**src/rtl/seq_compare_unit.sv**
```systemverilog
// Multi-cycle magnitude comparator. It walks CHUNK-bit slices MSB-first, one slice per clock,
// and exits early on the first slice that differs. zf/cf/gt are registered and held between compares.
module seq_compare_unit #(
  parameter int WIDTH = 16,
  parameter int CHUNK = 4
) (
  input  logic             Clock,
  input  logic             Reset_n,
  input  logic             start,
  input  logic [WIDTH-1:0] a,
  input  logic [WIDTH-1:0] b,
  input  logic             signed_mode,
  output logic             busy,
  output logic             done,
  output logic             zf,
  output logic             cf,
  output logic             gt
);

  localparam int NSLICE = WIDTH / CHUNK;
  localparam int IW     = (NSLICE > 1) ? $clog2(NSLICE) : 1;
  localparam logic [IW-1:0] LAST = IW'(NSLICE - 1);

  localparam logic [0:0] S_IDLE = 1'b0;
  localparam logic [0:0] S_CMP  = 1'b1;

  logic [0:0]       state;
  logic [IW-1:0]    idx;
  logic [WIDTH-1:0] a_q;
  logic [WIDTH-1:0] b_q;
  logic             sgn_q;
  logic [CHUNK-1:0] sa;
  logic [CHUNK-1:0] sb;

  assign busy = (state == S_CMP);

  // Inverting the sign bit of the top slice maps two's-complement order onto unsigned order.
  always_comb begin
    sa = '0;
    sb = '0;
    for (int i = 0; i < NSLICE; i++) begin
      if (idx == IW'(i)) begin
        sa = a_q[i*CHUNK +: CHUNK];
        sb = b_q[i*CHUNK +: CHUNK];
      end
    end
    if (sgn_q && (idx == LAST)) begin
      sa[CHUNK-1] = ~sa[CHUNK-1];
      sb[CHUNK-1] = ~sb[CHUNK-1];
    end
  end

  // Operands carry no reset; they are only observed while in CMP.
  always_ff @(posedge Clock) begin
    if ((state == S_IDLE) && start) begin
      a_q   <= a;
      b_q   <= b;
      sgn_q <= signed_mode;
    end
  end

  always_ff @(posedge Clock or negedge Reset_n) begin
    if (!Reset_n) begin
      state <= S_IDLE;
      idx   <= '0;
      done  <= 1'b0;
      zf    <= 1'b0;
      cf    <= 1'b0;
      gt    <= 1'b0;
    end else begin
      done <= 1'b0;
      case (state)
        S_IDLE: begin
          if (start) begin
            idx   <= LAST;
            state <= S_CMP;
          end
        end
        S_CMP: begin
          if (sa > sb) begin
            gt    <= 1'b1;
            cf    <= 1'b0;
            zf    <= 1'b0;
            done  <= 1'b1;
            state <= S_IDLE;
          end else if (sa < sb) begin
            gt    <= 1'b0;
            cf    <= 1'b1;
            zf    <= 1'b0;
            done  <= 1'b1;
            state <= S_IDLE;
          end else if (idx == '0) begin
            gt    <= 1'b0;
            cf    <= 1'b0;
            zf    <= 1'b1;
            done  <= 1'b1;
            state <= S_IDLE;
          end else begin
            idx <= idx - 1'b1;
          end
        end
        default: state <= S_IDLE;
      endcase
    end
  end

endmodule

```
**config.mk**
```make
export PLATFORM = sky130hd
export DESIGN_NAME = seq_compare_unit
export DESIGN_NICKNAME = d
export VERILOG_FILES = /design/src/rtl/seq_compare_unit.sv
export SDC_FILE = /design/constraint.sdc
export NUM_CORES = 1
export LEC_CHECK = 0
export BUFFER_PORTS_ARGS = -buffer_cell sky130_fd_sc_hd__buf_2
export CAP_MARGIN = 5
export CORE_AREA = 2 2 62 64
export CTS_CLUSTER_SIZE = 30
export DETAILED_ROUTE_END_ITERATION = 8
export DIE_AREA = 0 0 64 66
export PLACE_DENSITY_LB_ADDON = 0.1
export SYNTH_ARGS = -nofsm -noshare
export SYNTH_HDL_FRONTEND = slang
export SYNTH_SLANG_ARGS = --single-unit
```
**constraint.sdc**
```tcl
create_clock -name Clock -period 3.2 [get_ports Clock]
set_input_delay 0.16 -clock Clock [delete_from_list [all_inputs] [get_ports Clock]]
set_output_delay 0.16 -clock Clock [all_outputs]
set_load 0.02 [all_outputs]
```
==> results.yml <==
global_route:
  overflow: 0
  grt_pass1_wl_um: 5420
  grt_max_degree: 24
  groute.usage.overall: 0.178
  grt_pass1_vias: 1170
  antenna_found_initial: 0
sta:
  hold_viol_final: 0
  rsz0062_at_grt: "false"
  finalMaxSlewViolations: 0
  finalSetupTns_ns: 0
  fin_crit_sh: 0.889
  final.min_clock_period_ns: 2.84
  setup_violations: 0
  tightest_slew_ns: 0.690
  skew_ns: 0.00924
  max_freq_mhz: 352
  relSlewSlack: 0.538
detailed_routing:
  drtAntennaViolNets: 0
  drt_first_pass_iters: 4
  wl_per_cell_um: 14.0
  postRouteWirelength_um: 3380
  drt-initial-drc-count: 67
  drc_errors: 0
  viasPerCell: 4.90
  dr_total_vias: 1181
synthesis:
  synth_ff_type: "edfxtp_1"
  yosysMostFrequentCell: "edfxtp_1"
  synth_cell_types: 32
  yosysSeqAreaShare: 0.676
  synthArstFlopShare: 0.175
  postSynthCellCount: 116
  yosys_warnings: 0
  synth_area_mm2: 0.00172
  synth_area_leaders: "edfxtp_1 57%, dfrtp_1 10%, ha_1 5.8%, a221oi_1 3.0%, nor2b_1 2.9%"
  synth_edf_count: 33
  synth_top_area_share: 0.575
  yosys.area.top_type: "edfxtp_1"
  ys_seq_elements: 40
  syn_area_per_cell_um2: 14.9
  ys_top_cells_by_count: "33 x edfxtp_1, 8 x ha_1, 8 x nor2b_1"
  syn_nets: 160
floorplan:
  die_area_mm2: 0.00422
  die_h_um: 66
  die_w_um: 64
  core_area_mm2: 0.00355
  initial_utilization: 0.486
  rows: 22
  pin_count: 41
pwr:
  p_comb_frac: 0.364
  ir_worst_vdd_mv: 0.251
  p_per_area_mw_per_mm2: 599
  p_int_mw: 0.937
  power_frac_seq: 0.468
  leakage_nw: 0.936
  p_switching_mw: 0.483
  p_sw_frac: 0.340
  p_clk_frac: 0.169
placement:
  port_buffers: 40
  dp_hpwl_um: 2130
  finalWeightedCongestion: 0.782
status:
  status: "completed"
clock_network:
  cts.htree.levels: 2
  root_buffer: "clkbuf_4"
  insertion_delay_ns: 0.35
  cts_tree: "done"
  clk_pin_slew_ns: 0.10
  cts_max_path_buffers: 2
  numCtsBuffers: 5
  cts_setup_buffers: 0
  cts_num_sinks: 40
setup_path:
  cp.required_ns: 3.43
  cp_slowest_cell: "dfrtp_1"
  cp_max_fo: 10
  arrival_ns: 3.07
  max_stage_delay_ns: 0.41
  ff2ff_path_depth: 11
  end_kind: "flip-flop"
  crit_type: "reg -> reg"
  crit_chain: "inv_1 > ha_1 > nor2b_2 > a22oi_1 > o21ai_0 > o21ai_0 > ha_1 > a21oi_2 > nor3b_1 > o31a_1 > o22ai_1"
  startpoint_type: "flip-flop"
finish:
  areaGrowthSynthToFinish_pct: 37.4
  antenna_cells: 0
  drive_gt1_frac: 0.290
  final_nets: 237
  utilization: 0.667
  n_fill_cell: 266
min_path:
  hp-class: "in -> reg"
  whs_path_depth: 3
flow_run:
  maxCapViolCount: 0
-- registers in the layout, summed over array words and instances, names as in the netlist --
register / cells
done: 1
cf: 1
idx: 2
sgn_q: 1
a_q: 16
gt: 1
zf: 1
busy: 1
b_q: 16
-- cell families after synthesis --
family / Yosys count / share of synthesized area
muxes: 1 / 0.00581
DFF: 40 / 0.676
xor gates and xnor gates: 2 / 0.0102
buffers and inverters: 9 / 0.0210
and+or+nand+nor: 25 / 0.0827
AOI/OAI and AO/OA: 31 / 0.146
adders and majority gates: 8 / 0.0581
-- power groups by stage --
stage | Clock [mW] | Sequential, mW | Combinational, mW
after floorplan | 0 | 0.692 | 0.358
after global placement | 0 | 0.677 | 0.478
after detailed placement | 0 | 0.676 | 0.487
after CTS | 0.248 | 0.665 | 0.522
after global routing | 0.271 | 0.673 | 0.578
final | 0.239 | 0.664 | 0.517
-- critical path: cells and delay by family (launching register included) --
kind / cells / cell delay [ns]
simple gates: 2 / 0.56
compound gates: 6 / 0.96
buf+inv: 1 / 0.09
fa+ha+maj: 2 / 0.69
flops: 1 / 0.41
-- layout by cell type, fill, tap and decap left out, types with 2 or more instances in the layout --
master	netlist	routed
nand2_1	7	7
nor2b_1	8	6
dfrtp_1	7	7
clkbuf_4	0	5
edfxtp_1	33	33
ha_1	8	8
o21ai_0	4	4
a221oi_1	6	6
buf_2	2	40
a21oi_1	7	7
buf_4	0	2
o31ai_1	3	3
nor3_1	3	3
dlygate4sd3_1	0	34
inv_1	3	3
nor2b_2	0	2
a22oi_1	2	2
xnor2_1	2	2
-- stage by stage --
stage | power, mW | setup slack [ns] | hold slack (ns) | instances | cell area [um2]
6_report | 1.42 | 0.356 | 0.114 | 241 | 2370
5_1_grt | 1.52 | 0.105 | 0.144 | 241 | 2370
4_1_cts | 1.44 | 0.240 | 0.102 | 241 | 2370
3_5_place_dp | 1.16 | 0.275 | 0.00335 | 200 | 1980
3_3_place_gp | 1.16 | 0.433 | -0.00168 | 200 | 1980
2_1_floorplan | 1.05 | 0.571 | -0.136 | 116 | 1720
-- timing repair --
item	4_1_cts	5_1_grt
hold endpoints to repair	40	0
setup endpoints to repair	0	2
resized for setup	0	1
hold buffers	34	0
-- cell type report --
cell class	count	area, um2	area share
clock buffer	5	37.5	0.0158
clock inverter	2	12.5	0.00528
timing repair buffer	76	556	0.234
multi-input combinational	67	527	0.222
inverter	3	11.3	0.00475
tap	48	60.1	0.0253
sequential	40	1170	0.492
-- worst paths after layout --
check,from,to,slack (ns)
hold / removal,start,idx[0],0.11
min in group asynchronous,Reset_n,cf,0.16
setup reg to reg,idx[1],idx[0],0.36
max in group asynchronous,Reset_n,idx[1],2.88
setup / recovery,idx[1],idx[0],0.36
hold reg to reg,cf,cf,0.50
-- routing by layer --
layer | up-vias | share of wire | GRT usage
li1 | 596 | - | -
met1 | 547 | 0.43 | 0.215
met2 | 32 | 0.51 | 0.298
met3 | 6 | 0.050 | 0.0528
met4 | 0 | 0.013 | 0.0734
met5 | - | 0 | 0
No activity file was read; power rests on OpenSTA's default activity.
